### src/rtl/accel_spi_pkg.sv
// Shared types and constants for the ADXL362 SPI sequencer.
package accel_spi_pkg;

   typedef enum logic [2:0] {
      CFG_START,
      CFG_XFER,
      CFG_GAP,
      IDLE,
      RD_XFER,
      RD_DONE,
      WAIT
   } state_e;

   localparam logic [7:0] CMD_WR      = 8'h0A;
   localparam logic [7:0] CMD_RD      = 8'h0B;
   localparam logic [7:0] REG_XDATA_L = 8'h0E;

   localparam int CFG_LEN = 3;
   localparam int RD_LEN  = 8;

   // Byte to shift out at position idx of a config or read frame.
   function automatic logic [7:0] frame_byte(input logic       is_cfg,
                                             input logic [2:0] idx,
                                             input logic [7:0] cfg_reg,
                                             input logic [7:0] cfg_val);
      logic [7:0] b;
      b = 8'h00;
      if (is_cfg) begin
         case (idx)
            3'd0:    b = CMD_WR;
            3'd1:    b = cfg_reg;
            3'd2:    b = cfg_val;
            default: b = 8'h00;
         endcase
      end else begin
         case (idx)
            3'd0:    b = CMD_RD;
            3'd1:    b = REG_XDATA_L;
            default: b = 8'h00;
         endcase
      end
      return b;
   endfunction

endpackage

### src/rtl/spi_byte_engine.sv
// Mode-0 SPI byte shifter. A byte starts with a CLK_DIV-cycle low phase;
// o_done is asserted combinationally in the last cycle of bit 7's high
// phase so the caller can chain the next byte with no gap on SCLK.
module spi_byte_engine #(
   parameter int CLK_DIV = 25
) (
   input  logic       i_clk,
   input  logic       i_rst,
   input  logic       i_start,
   input  logic [7:0] i_tx_byte,
   output logic [7:0] o_rx_byte,
   output logic       o_done,
   output logic       o_sclk,
   output logic       o_mosi,
   input  logic       i_miso
);

   localparam int HW = (CLK_DIV > 1) ? $clog2(CLK_DIV) : 1;
   localparam logic [HW-1:0] HALF_LAST = HW'(CLK_DIV - 1);

   logic          busy_q, busy_d;
   logic          sclk_q, sclk_d;
   logic [HW-1:0] hcnt_q, hcnt_d;
   logic [2:0]    bit_q,  bit_d;
   logic [7:0]    tx_q,   tx_d;
   logic [7:0]    rx_q,   rx_d;
   logic          half_end;
   logic          load;

   assign half_end  = busy_q && (hcnt_q == HALF_LAST);
   assign o_done    = half_end && sclk_q && (bit_q == 3'd7);
   assign o_rx_byte = rx_q;
   assign o_sclk    = sclk_q;
   assign o_mosi    = tx_q[7];

   // Half-period timing, MISO capture on the rising toggle, MOSI shift on the falling one.
   always_comb begin
      busy_d = busy_q;
      sclk_d = sclk_q;
      hcnt_d = hcnt_q;
      bit_d  = bit_q;
      tx_d   = tx_q;
      rx_d   = rx_q;
      load   = 1'b0;
      if (busy_q) begin
         hcnt_d = half_end ? '0 : hcnt_q + 1'b1;
         if (half_end) begin
            if (!sclk_q) begin
               sclk_d = 1'b1;
               rx_d   = {rx_q[6:0], i_miso};
            end else begin
               sclk_d = 1'b0;
               if (bit_q == 3'd7) begin
                  if (i_start) begin
                     load = 1'b1;
                  end else begin
                     busy_d = 1'b0;
                     tx_d   = '0;     // MOSI parks low between frames
                  end
               end else begin
                  bit_d = bit_q + 3'd1;
                  tx_d  = {tx_q[6:0], 1'b0};
               end
            end
         end
      end else if (i_start) begin
         load = 1'b1;
      end
      if (load) begin
         busy_d = 1'b1;
         hcnt_d = '0;
         bit_d  = '0;
         tx_d   = i_tx_byte;
      end
   end

   // State registers.
   always_ff @(posedge i_clk) begin
      if (i_rst) begin
         busy_q <= 1'b0;
         sclk_q <= 1'b0;
         hcnt_q <= '0;
         bit_q  <= '0;
         tx_q   <= '0;
         rx_q   <= '0;
      end else begin
         busy_q <= busy_d;
         sclk_q <= sclk_d;
         hcnt_q <= hcnt_d;
         bit_q  <= bit_d;
         tx_q   <= tx_d;
         rx_q   <= rx_d;
      end
   end

endmodule

### src/rtl/accel_spi_sequencer.sv
// ADXL362 sequencer: one config write after reset, then periodic X/Y/Z
// burst reads published on registered outputs with a one-cycle o_valid.
module accel_spi_sequencer
   import accel_spi_pkg::*;
#(
   parameter int         CLK_DIV       = 25,
   parameter int         SAMPLE_PERIOD = 500000,
   parameter logic [7:0] CFG_REG       = 8'h2D,
   parameter logic [7:0] CFG_VAL       = 8'h02
) (
   input  logic        i_clk,
   input  logic        i_rst,
   input  logic        i_enable,
   output logic        o_accel_sclk,
   output logic        o_accel_cs_n,
   output logic        o_accel_mosi,
   input  logic        i_accel_miso,
   output logic [15:0] o_x,
   output logic [15:0] o_y,
   output logic [15:0] o_z,
   output logic        o_valid,
   output logic        o_cfg_done,
   output logic        o_busy
);

   localparam int GAP = 2 * CLK_DIV;
   localparam int TW  = $clog2(GAP + 1);
   localparam logic [TW-1:0] GAP_LAST  = TW'(GAP - 1);
   localparam logic [TW-1:0] TMR_MAX   = TW'(GAP);
   localparam logic [TW-1:0] HOLD_LAST = TW'(CLK_DIV - 1);
   localparam logic [31:0]   PER_LAST  = 32'(SAMPLE_PERIOD - 1);

   state_e          state_q, state_d;
   logic            cs_n_q, cs_n_d;
   logic            busy_q, busy_d;
   logic            cfg_done_q, cfg_done_d;
   logic            valid_q, valid_d;
   logic [15:0]     x_q, x_d, y_q, y_d, z_q, z_d;
   logic [2:0]      idx_q, idx_d;
   logic            hold_q, hold_d;
   logic [TW-1:0]   tmr_q, tmr_d;
   logic [31:0]     per_q, per_d;
   logic [5:0][7:0] shadow_q, shadow_d;

   logic       eng_start;
   logic [7:0] eng_tx;
   logic [7:0] eng_rx;
   logic       eng_done;
   logic       gap_ok;
   logic       last_byte;
   logic       start_rd;

   // tmr_q counts CS_n-high time after a frame (saturating), or CS hold time.
   assign gap_ok    = (tmr_q >= GAP_LAST);
   assign last_byte = (state_q == CFG_XFER) ? (idx_q == 3'(CFG_LEN - 1))
                                            : (idx_q == 3'(RD_LEN - 1));

   spi_byte_engine #(.CLK_DIV(CLK_DIV)) u_engine (
      .i_clk     (i_clk),
      .i_rst     (i_rst),
      .i_start   (eng_start),
      .i_tx_byte (eng_tx),
      .o_rx_byte (eng_rx),
      .o_done    (eng_done),
      .o_sclk    (o_accel_sclk),
      .o_mosi    (o_accel_mosi),
      .i_miso    (i_accel_miso)
   );

   // Sequencer next-state: frame framing, byte chaining, sample period.
   always_comb begin
      state_d    = state_q;
      cs_n_d     = cs_n_q;
      cfg_done_d = cfg_done_q;
      valid_d    = 1'b0;
      x_d        = x_q;
      y_d        = y_q;
      z_d        = z_q;
      idx_d      = idx_q;
      hold_d     = hold_q;
      shadow_d   = shadow_q;
      tmr_d      = (tmr_q == TMR_MAX) ? tmr_q : tmr_q + 1'b1;
      per_d      = (per_q == PER_LAST) ? per_q : per_q + 32'd1;
      eng_start  = 1'b0;
      eng_tx     = '0;
      start_rd   = 1'b0;

      case (state_q)
         // Also waits out the CS_n-high minimum after a mid-frame reset.
         CFG_START: begin
            if (gap_ok) begin
               state_d   = CFG_XFER;
               cs_n_d    = 1'b0;
               idx_d     = '0;
               hold_d    = 1'b0;
               eng_start = 1'b1;
               eng_tx    = frame_byte(1'b1, 3'd0, CFG_REG, CFG_VAL);
            end
         end
         CFG_XFER, RD_XFER: begin
            if (!hold_q) begin
               if (eng_done) begin
                  if (state_q == RD_XFER && idx_q >= 3'd2)
                     shadow_d[idx_q - 3'd2] = eng_rx;
                  if (last_byte) begin
                     hold_d = 1'b1;
                     tmr_d  = '0;
                  end else begin
                     idx_d     = idx_q + 3'd1;
                     eng_start = 1'b1;
                     eng_tx    = frame_byte(state_q == CFG_XFER, idx_q + 3'd1,
                                            CFG_REG, CFG_VAL);
                  end
               end
            end else if (tmr_q == HOLD_LAST) begin
               cs_n_d = 1'b1;
               hold_d = 1'b0;
               tmr_d  = '0;
               if (state_q == CFG_XFER) begin
                  cfg_done_d = 1'b1;
                  state_d    = CFG_GAP;
               end else begin
                  state_d = RD_DONE;
               end
            end
         end
         CFG_GAP: begin
            if (gap_ok) state_d = IDLE;
         end
         IDLE: begin
            if (i_enable && gap_ok) start_rd = 1'b1;
         end
         RD_DONE: begin
            x_d     = {shadow_q[1], shadow_q[0]};
            y_d     = {shadow_q[3], shadow_q[2]};
            z_d     = {shadow_q[5], shadow_q[4]};
            valid_d = 1'b1;
            state_d = WAIT;
         end
         WAIT: begin
            if (!i_enable)                          state_d  = IDLE;
            else if (per_q == PER_LAST && gap_ok)   start_rd = 1'b1;
         end
         default: state_d = CFG_START;
      endcase

      if (start_rd) begin
         state_d   = RD_XFER;
         cs_n_d    = 1'b0;
         idx_d     = '0;
         hold_d    = 1'b0;
         per_d     = '0;
         eng_start = 1'b1;
         eng_tx    = frame_byte(1'b0, 3'd0, CFG_REG, CFG_VAL);
      end

      busy_d = !cs_n_d;
   end

   // Sequencer state and registered outputs.
   always_ff @(posedge i_clk) begin
      if (i_rst) begin
         state_q    <= CFG_START;
         cs_n_q     <= 1'b1;
         busy_q     <= 1'b0;
         cfg_done_q <= 1'b0;
         valid_q    <= 1'b0;
         x_q        <= '0;
         y_q        <= '0;
         z_q        <= '0;
         idx_q      <= '0;
         hold_q     <= 1'b0;
         tmr_q      <= '0;
         per_q      <= '0;
         shadow_q   <= '0;
      end else begin
         state_q    <= state_d;
         cs_n_q     <= cs_n_d;
         busy_q     <= busy_d;
         cfg_done_q <= cfg_done_d;
         valid_q    <= valid_d;
         x_q        <= x_d;
         y_q        <= y_d;
         z_q        <= z_d;
         idx_q      <= idx_d;
         hold_q     <= hold_d;
         tmr_q      <= tmr_d;
         per_q      <= per_d;
         shadow_q   <= shadow_d;
      end
   end

   assign o_accel_cs_n = cs_n_q;
   assign o_busy       = busy_q;
   assign o_cfg_done   = cfg_done_q;
   assign o_valid      = valid_q;
   assign o_x          = x_q;
   assign o_y          = y_q;
   assign o_z          = z_q;

endmodule
### config.mk
export PLATFORM = sky130hd
export DESIGN_NAME = accel_spi_sequencer
export DESIGN_NICKNAME = d
export VERILOG_FILES = /design/src/rtl/accel_spi_pkg.sv /design/src/rtl/spi_byte_engine.sv /design/src/rtl/accel_spi_sequencer.sv
export SDC_FILE = /design/constraint.sdc
export NUM_CORES = 1
export LEC_CHECK = 0
export BUFFER_PORTS_ARGS = -buffer_cell sky130_fd_sc_hd__buf_2
export CAP_MARGIN = 20
export CORE_MARGIN = 3
export CORE_UTILIZATION = 54
export CTS_CLUSTER_DIAMETER = 150
export DETAILED_ROUTE_END_ITERATION = 10
export PLACE_DENSITY = 0.86
export SLEW_MARGIN = 30
export SYNTH_ARGS = -nofsm -noshare
export SYNTH_HDL_FRONTEND = slang
export SYNTH_SLANG_ARGS = --single-unit
export TNS_END_PERCENT = 1
### constraint.sdc
create_clock -name i_clk -period 2.3 [get_ports i_clk]
set_input_delay 0.46 -clock i_clk [delete_from_list [all_inputs] [get_ports i_clk]]
set_output_delay 0.46 -clock i_clk [all_outputs]
set_load 0.005 [all_outputs]
# == Word-level counts from Yosys, hierarchy flattened ==
# Cells that the tools add are included.
# Widths: inputs -> output; s select.
# totals
reg_bits,171
inputBits,4
out_inout_bits,54
wordCells,168
# op_classes
addsub,6
order_cmp,4
n_eq_ne,30
mux,72
bitwise_logic,4
reduce_logical,27
# op_table
cell,count
$mux 8,12
$bwmux 48,1
$mux 6,6
$mux 3,11
$add 32x1->32 const B,1
$eq 32x19->1 const B,1
$mux 1,30
$demux 8 s3,1
$ne 2x2->1 const B,9
$pmux 3 s6,1
$pmux 6 s3,1
$pmux 8 s2,1
$reduce_and 4->1,4
$eq 3x3->1 const B,5
$ne 3x3->1 const B,5
$eq 3x2->1 const B,4
$reduce_and 6->1,2
$pmux 1 s2,4
$pmux 4 s2,1
$reduce_bool 2->1,4
$logic_and 1x1->1,7
$add 3x1->3 const B,2
$add 6x1->6 const B,1
$eq 3x1->1 const B,2
other kinds (20),27

# == Logic depth before layout (Yosys ltp) ==
# Gate-level depths: netlist (run 1).
# logic_depth
word_depth,15
mapped_depth,9

# == Hierarchy ==
# A second synthesis (run 1) with hierarchy kept.
# hier_totals
hier_cells,824
area_unflattened_um2,7339.5
# modules_own_cells
module,n_inst,cells_each,area_per_inst_um2
accel_spi_sequencer,1,690,6017.0
spi_byte_engine,1,134,1322.5

# == Worst setup path before layout (run 1) ==
# Ideal clock, no wire load.
# synth_timing
path_type,register -> register
start,register tmr_q[1]
end,register u_engine.tx_q[3]
setup_time_ns,0.119
arrival_time_ns,2.050
t_required_ns,2.181
path_slack_ns,0.132
stages_incl_launch_ff,10
cell_sequence,dfxtp_1 > inv_1 > ha_1 > nor4b_4 > nor3_1 > a311oi_2 > a21oi_2 > or2_1 > buf_2 > o221a_1
# synth_between
elab_chain_cells,13
elab_cells_between_ends,24
# synth_rtl
element,line_no,source
start: declaration,accel_spi_sequencer.sv:41,"logic [TW-1:0] tmr_q, tmr_d;"
start signal: assignment,accel_spi_sequencer.sv:187,tmr_q <= tmr_d;
$ge 6x6->1 *,accel_spi_sequencer.sv:54,assign gap_ok = (tmr_q >= GAP_LAST);
$logic_and 1x1->1,accel_spi_sequencer.sv:142,else if (per_q == PER_LAST && gap_ok) start_rd = 1'b1;
$mux 1,accel_spi_sequencer.sv:142,
$mux 1,accel_spi_sequencer.sv:141,if (!i_enable) state_d = IDLE;
$pmux 1 s2,accel_spi_sequencer.sv:88,case (state_q)
$mux 1,accel_spi_sequencer.sv:147,if (start_rd) begin
$mux 1,"spi_byte_engine.sv:54, spi_byte_engine.sv:66",
$mux 1,spi_byte_engine.sv:53,if (bit_q == 3'd7) begin
$mux 1,spi_byte_engine.sv:48,if (!sclk_q) begin
$mux 1,spi_byte_engine.sv:47,if (half_end) begin
$mux 1,spi_byte_engine.sv:45,if (busy_q) begin
$ne 3x2->1 (no line) / $reduce_bool 2->1 (equally long branches),n/a,
$reduce_and 4->1 (no line),n/a,
end signal: assignment,spi_byte_engine.sv:91,tx_q <= tx_d;
end: declaration,spi_byte_engine.sv:25,"logic [7:0] tx_q, tx_d;"
# Every way passes the cells marked *; elsewhere a longest branch is shown, timed or not.
# A chain may end at the register's enable or synchronous reset.

# == Worst setup path after layout (run 1) ==
# layout_timing
start,register tmr_q[0]
end,register u_engine.hcnt_q[3]
# layout_between
elab_chain_cells,12
elab_cells_between_ends,16
# layout_rtl
element,line_no,source
$ge 6x6->1 *,accel_spi_sequencer.sv:54,
$logic_and 1x1->1,accel_spi_sequencer.sv:142,
$mux 1,accel_spi_sequencer.sv:142,
$mux 1,accel_spi_sequencer.sv:141,
$pmux 1 s2,accel_spi_sequencer.sv:88,
$mux 1 *,accel_spi_sequencer.sv:147,
$mux 1 *,"spi_byte_engine.sv:54, spi_byte_engine.sv:66",
$mux 1,spi_byte_engine.sv:53,
$mux 1,spi_byte_engine.sv:48,
$mux 1,spi_byte_engine.sv:47,
$mux 1 *,spi_byte_engine.sv:45,
$reduce_or 2->1 (no line) *,n/a,
end signal: assignment,spi_byte_engine.sv:89,hcnt_q <= hcnt_d;
end: declaration,spi_byte_engine.sv:23,"logic [HW-1:0] hcnt_q, hcnt_d;"
# Marks and branches as above.

==> impl_metrics.yaml, run 1 <==
power_and_ir_drop:
  power_density_nw_per_um2: 695
  leakagePower_nw: 3.21
  finalPower_mw: 5.80
  max-vdd-ir-drop_mv: 0.573
min_path:
  holdPathEnd: "u_engine.o_rx_byte[0]"
  min_path_type: "in -> reg"
  hold_depth: 3
  hold_path.startpoint: "i_accel_miso"
placement:
  place_congestion: 0.911
  dpl.hpwl_mm: 10.5
  portBuffers: 57
clock_tree:
  cts_tree: "built"
  hold_buffers: 0
  cts_max_level: 4
  cts.sink_count: 171
  cts-buffers-inserted: 17
  cts-root-buf: "clkbuf_16"
  clockBufferDepth: 2
  clk_latency_ps: 430
  clk_pin_slew_worst_paths_ps: 60
setup_path:
  crit_fanout: 8
  r2r_end: "u_engine.hcnt_q[3]"
  endpoint_kind: "flip-flop"
  rr_startpoint: "tmr_q[0]"
  startpoint_type: "flip-flop"
  rr_worst_depth: 9
  critPathArrivalTime_ps: 2530
  critPathKind: "reg -> reg"
  required_ps: 2640
  r2r_setup_slack_ps: 110
detailed_routing:
  ant_nets: 0
  firstDrtPassIters: 8
  via_count: 6000
  drtIter0Drc: 472
  drt-vias-per-instance: 5.53
  route.detailed.drc: 0
  wl_mm: 16.1
  wl_per_cell_um: 14.8
sta:
  rsz0062_at_grt: "yes"
  max_freq_mhz: 456
  finalCritPeriodShare: 0.953
  slew_violations: 0
  setup_viol: 0
  tns_ps: 0
  worst_clock_skew_ps: 9.66
  hold_viol: 0
  min_period_ps: 2190
  worst_pin_slew_ps: 517
  slew_headroom: 0.655
logic_synthesis:
  syn_inst: 839
  ys_async_sr_fraction: 0
  synth_sequential_area_ratio: 0.479
  yosysUniqueCellTypes: 61
  avgSynthCellArea_um2: 8.52
  syn_area_um2: 7150
  synth_nets: 857
  yosys_warnings: 0
  synth_ff_type: "dfxtp_1"
  synth_edf_count: 0
  ys_ff_latch: 171
layout:
  n_fill_cell: 946
  area_delta_synth_final_pct: 16.7
  drive_gt1_frac: 0.161
  diodes: 0
  final_net_count: 918
die:
  die_area_um2: 14600
  fp-row-count: 41
  start_util: 0.559
  die_x_um: 121
  die_h_um: 121
  pin_count: 58
  core_um2: 12800
grt:
  grt_pass1_vias: 5572
  antenna_found_initial: 0
  grt_start_max_net_pins: 107
  grt_first_pass_wirelength_mm: 26.4
  grt-ovfl-total: 0
  grt_usage: 0.222
status:
  status: "finished, final reports clean"
flow_run:
  maxCapViolations: 0
## critical path, cell delays in order (launching register included)
cell,delay (ps)
dfxtp_1,330
inv_1,120
ha_1,190
nor4b_4,350
nor3b_2,130
a311oi_2,340
buf_4,170
nand2_1,60
a21o_4,250
nor3_1,170
## cell type report
cell class                      instances  area (um2)  area share
Multi-Input combinational cell        603        3490       0.418
Sequential cell                       171        3420       0.411
Timing Repair Buffer                   91         593      0.0711
Clock buffer                           21         450      0.0540
Tap cell                              172         215      0.0258
Clock inverter                         11         110      0.0132
Inverter                               16        60.1     0.00720
## synth_stat cells (12+ instances only)
library cell  instances  share of area
ha_1                 14          0.025
xnor2_1              23          0.028
inv_1                15         0.0079
nor2_1              113          0.059
nand4_1              13          0.011
mux2i_1              43          0.060
nor4_1               12          0.011
xor2_1               13          0.016
a21oi_1              82          0.057
clkbuf_1             34          0.018
dfxtp_1             171           0.48
nand2_1             164          0.086
o21ai_0              13         0.0091
nor3_1               18          0.013
nand3_1              20          0.014
## sequential cells by signal, summed over array words and instances (netlist names), 3 cells and up
signal and cells:
o_y 16, idx_q 3, o_z 16, o_x 16
u_engine.tx_q 8, tmr_q 6, u_engine.bit_q 3, state_q 3
per_q 32, u_engine.hcnt_q 5, shadow_q 48, u_engine.o_rx_byte 8
## where the power goes
group	internal (mW)	leakage, nW	switching (mW)	total (mW)
logic	0.0393	1.56	0.0722	0.112
clock network	1.53	0.265	1.18	2.71
registers	2.97	1.38	0.00858	2.98
## cells by family after synthesis
group,share of synthesized area
AOI/OAI and AO/OA,0.0912
xor gates and xnor gates,0.0441
adders and majority gates,0.0245
buffers and inverters,0.0399
DFF,0.479
muxes,0.0634
and+or+nand+nor,0.258
## worst max path at each step
stage	from	to	slack [ps]	depth (start not counted)
global placement	tmr_q[0]	u_engine.tx_q[3]	170	8
floorplan	tmr_q[1]	u_engine.tx_q[3]	130	9
detailed placement	tmr_q[0]	u_engine.tx_q[3]	9	8
CTS	tmr_q[0]	u_engine.tx_q[3]	1	8
global route	per_q[19]	per_q[8]	-7	7
finish	tmr_q[0]	u_engine.hcnt_q[3]	110	9
## layout by cell type (no fill, tap or decap), drive strengths merged, types with 7 or more instances in the layout
master,Yosys,routed
ha,14,14
xnor2,23,23
buf,14,91
nand2,165,165
xor2,13,13
nand4,13,13
and3,7,7
nor2,114,114
nor4,14,14
clkbuf,35,21
nor3,20,20
nand3,20,20
o21ai,13,13
dfxtp,171,171
mux2i,43,43
a21oi,83,83
inv,15,19
## per-stage QoR
stage	hold slack, ps	worst slack [ps]	instance area [um2]	utilization	std cells
6_report	323	107	8340	0.653	1085
5_1_grt	351	-7.11	8340	0.653	1085
4_1_cts	311	1.21	8270	0.648	1082
3_5_place_dp	443	9.29	7710	0.604	1050
3_3_place_gp	439	171	7710	0.604	1050
2_1_floorplan	431	132	7150	-	839
## routing by layer
layer  up-vias  wire [um]  track usage
met5         -          0            0
met4         0        235       0.0652
met3        25       1030       0.0559
met2       180       8000        0.382
met1      2836       6800        0.276
li1       2959          -            -
## timing repair
item / in CTS / in global routing
resized for setup: 0 / 9
setup endpoints to repair: 0 / 74
endpoints found under the hold margin: 0 / 0
buffers inserted: 0 / 3
No activity file was read; power rests on OpenSTA's default activity.
==> run 2: changes to the inputs <==
--- a/config.mk
+++ b/config.mk
@@ -8,10 +8,10 @@
 export BUFFER_PORTS_ARGS = -buffer_cell sky130_fd_sc_hd__buf_2
 export CAP_MARGIN = 20
 export CORE_MARGIN = 3
-export CORE_UTILIZATION = 54
+export CORE_UTILIZATION = 59
 export CTS_CLUSTER_DIAMETER = 150
 export DETAILED_ROUTE_END_ITERATION = 10
-export PLACE_DENSITY = 0.86
+export PLACE_DENSITY = 0.89
 export SLEW_MARGIN = 30
 export SYNTH_ARGS = -nofsm -noshare
 export SYNTH_HDL_FRONTEND = slang
==> constraint.sdc (replaced) <==
create_clock -name i_clk -period 2.1 [get_ports i_clk]
set_input_delay 0.42 -clock i_clk [delete_from_list [all_inputs] [get_ports i_clk]]
set_output_delay 0.42 -clock i_clk [all_outputs]
set_load 0.005 [all_outputs]
==> impl_metrics.yaml, run 2 (synthesis results as in run 1) <==
status:
  status: "finished with violations"
  violations: "setup timing"
layout:
  regArea_um2: 3430
  n_fill_cell: 717
  area_delta_synth_final_pct: 21.4
  largest_reg_flops: 48
  drive_gt1_frac: 0.214
  final_cell_mix: "165 x dfxtp_1, 163 x nand2_1, 112 x nor2_1"
  final_net_count: 951
  final_common_cell: "dfxtp_1"
  top_register: "shadow_q"
  reg.largest.list: "shadow_q (48), per_q (32)"
  fin_area_um2: 8680
  diodes: 0
  multi_input_area_um2: 3550
sta:
  setup_viol: 5
  worst_clock_skew_ps: 13.8
  worst_pin_slew_ps: 545
  min_period_ps: 2160
  hold_slack_ps: 271
  final.setup.worst_slack_ps: -64.1
  finalCritPeriodShare: 1.03
  max_freq_mhz: 462
  hold_viol: 0
  rsz0062_at_grt: "yes"
  slew_headroom: 0.633
  slew_violations: 0
setup_path:
  endpoint_kind: "flip-flop"
  cpPeakStageDelay_ps: 340
  crit_slowest_cell: "dfxtp_2"
  r2r_setup_slack_ps: -60
  cpMostUsedCell: "nor3_4"
  startpoint_type: "flip-flop"
  path_cells: "ha_1 -> ha_2 -> nand2_2 -> nor3_4 -> nand3_2 -> buf_6 -> nor3_4 -> buf_12 -> mux2i_1 -> nor2_1"
  rr_worst_depth: 10
  required_ps: 2390
  r2r_end: "shadow_q[11]"
  setup.worst_path.start: "u_engine.bit_q[0]"
  crit_end: "shadow_q[11]"
  critPathKind: "reg -> reg"
  crit_fanout: 8
  rr_startpoint: "u_engine.bit_q[0]"
  critPathArrivalTime_ps: 2460
power_and_ir_drop:
  power_switching_mw: 1.51
  leakagePower_nw: 3.40
  power_density_nw_per_um2: 747
  pwr-share-clk: 0.477
  seq_power_share: 0.503
  max-vdd-ir-drop_mv: 1.34
  p_comb_frac: 0.020
  switching_share: 0.233
  power.internal_mw: 4.97
  finalPower_mw: 6.48
detailed_routing:
  via_count: 6458
  firstDrtPassIters: 5
  wl_per_cell_um: 17.0
  ant_nets: 0
  wl_mm: 18.5
  drt-vias-per-instance: 5.93
  route.detailed.drc: 0
  drtIter0Drc: 601
placement:
  portBuffers: 57
  dp_slack_ps: -73.4
  place_congestion: 0.892
  placed_cell_area_um2: 7950
  dpl.hpwl_mm: 11.1
clock_tree:
  cts_max_level: 4
  cts_tree: "built"
  clk_pin_slew_worst_paths_ps: 70
  clk_latency_ps: 440
  hold_buffers: 0
  clockBufferDepth: 2
  cts.sink_count: 171
  cts-buffers-inserted: 17
  cts-root-buf: "clkbuf_16"
grt:
  antenna_found_initial: 0
  met2_usage: 0.463
  grt-ovfl-total: 0
  grt_start_max_net_pins: 106
  grt_usage: 0.279
  use_met3: 0.0554
  grt_first_pass_wirelength_mm: 29.9
  busiest_layer: "met2"
  grt_pass1_vias: 6260
  grt_util_met1: 0.340
die:
  die_area_um2: 13500
  die_x_um: 116
  core_um2: 11600
  die_h_um: 116
  start_util: 0.615
  fp-row-count: 39
  pin_count: 58
min_path:
  hold_depth: 3
  hold_path.startpoint: "i_accel_miso"
  min_path_type: "in -> reg"
flow_run:
  maxCapViolations: 0
-- run 2: changes by cell type in the layout (fill, tap and decap cells not counted), moves of 3 or more --
cell	change
a21oi_1	-3
dfxtp_2	+6
clkbuf_1	-3
buf_4	+30
a21oi_2	+3
ha_1	-3
dfxtp_1	-6
-- run 2: layout make-up --
| cell class | count | area share |
|---|---|---|
| multi-input cells | 603 | 0.409 |
| flip-flops and latches | 171 | 0.395 |
| repair buffers | 124 | 0.100 |
| clock buffers | 17 | 0.0490 |
| well taps | 143 | 0.0206 |
| clock inverters | 15 | 0.0185 |
| inverters | 16 | 0.00692 |
-- run 2: per-stage QoR --
step / utilization / std cells / setup TNS [ps]
floorplan: - / 839 / -34.3
global placement: 0.685 / 1054 / -50.1
detailed placement: 0.685 / 1054 / -766
CTS: 0.743 / 1089 / -55.2
global route: 0.747 / 1089 / -2620
finish: 0.747 / 1089 / -167
-- run 2: power by group through the flow --
stage	combinational [mW]	sequential [mW]	clock (mW)
after floorplan	0.0832	3.33	0
after global placement	0.119	3.33	0
after detailed placement	0.122	3.33	0
after CTS	0.125	3.26	3.10
after global routing	0.140	3.26	3.24
final	0.129	3.26	3.09
-- run 2: worst max-delay path: cells and delay by family, from the launching register on --
| kind | cells | cell delay [ps] |
|---|---|---|
| and+or+nand+nor | 5 | 800 |
| DFF | 1 | 340 |
| buffers and inverters | 2 | 340 |
| adders and majority gates | 2 | 330 |
| muxes | 1 | 220 |
-- run 2: worst min-delay path by stage --
stage	endpoint
2_1_floorplan	o_x[10]
3_3_place_gp	o_x[2]
3_5_place_dp	o_y[12]
4_1_cts	u_engine.o_rx_byte[0]
5_1_grt	u_engine.o_rx_byte[0]
6_report	u_engine.o_rx_byte[0]
-- run 2: timing repair --
action                                  4_1_cts  5_1_grt
pin swaps                                     8        6
endpoints found under the setup margin       48       89
setup buffers                                 3        0
resized for setup                            18       13
-- run 2: routing by layer --
layer	wire [um]	up-vias
li1	-	3015
met1	7320	3042
met2	9050	319
met3	1320	82
met4	789	0
met5	0	-
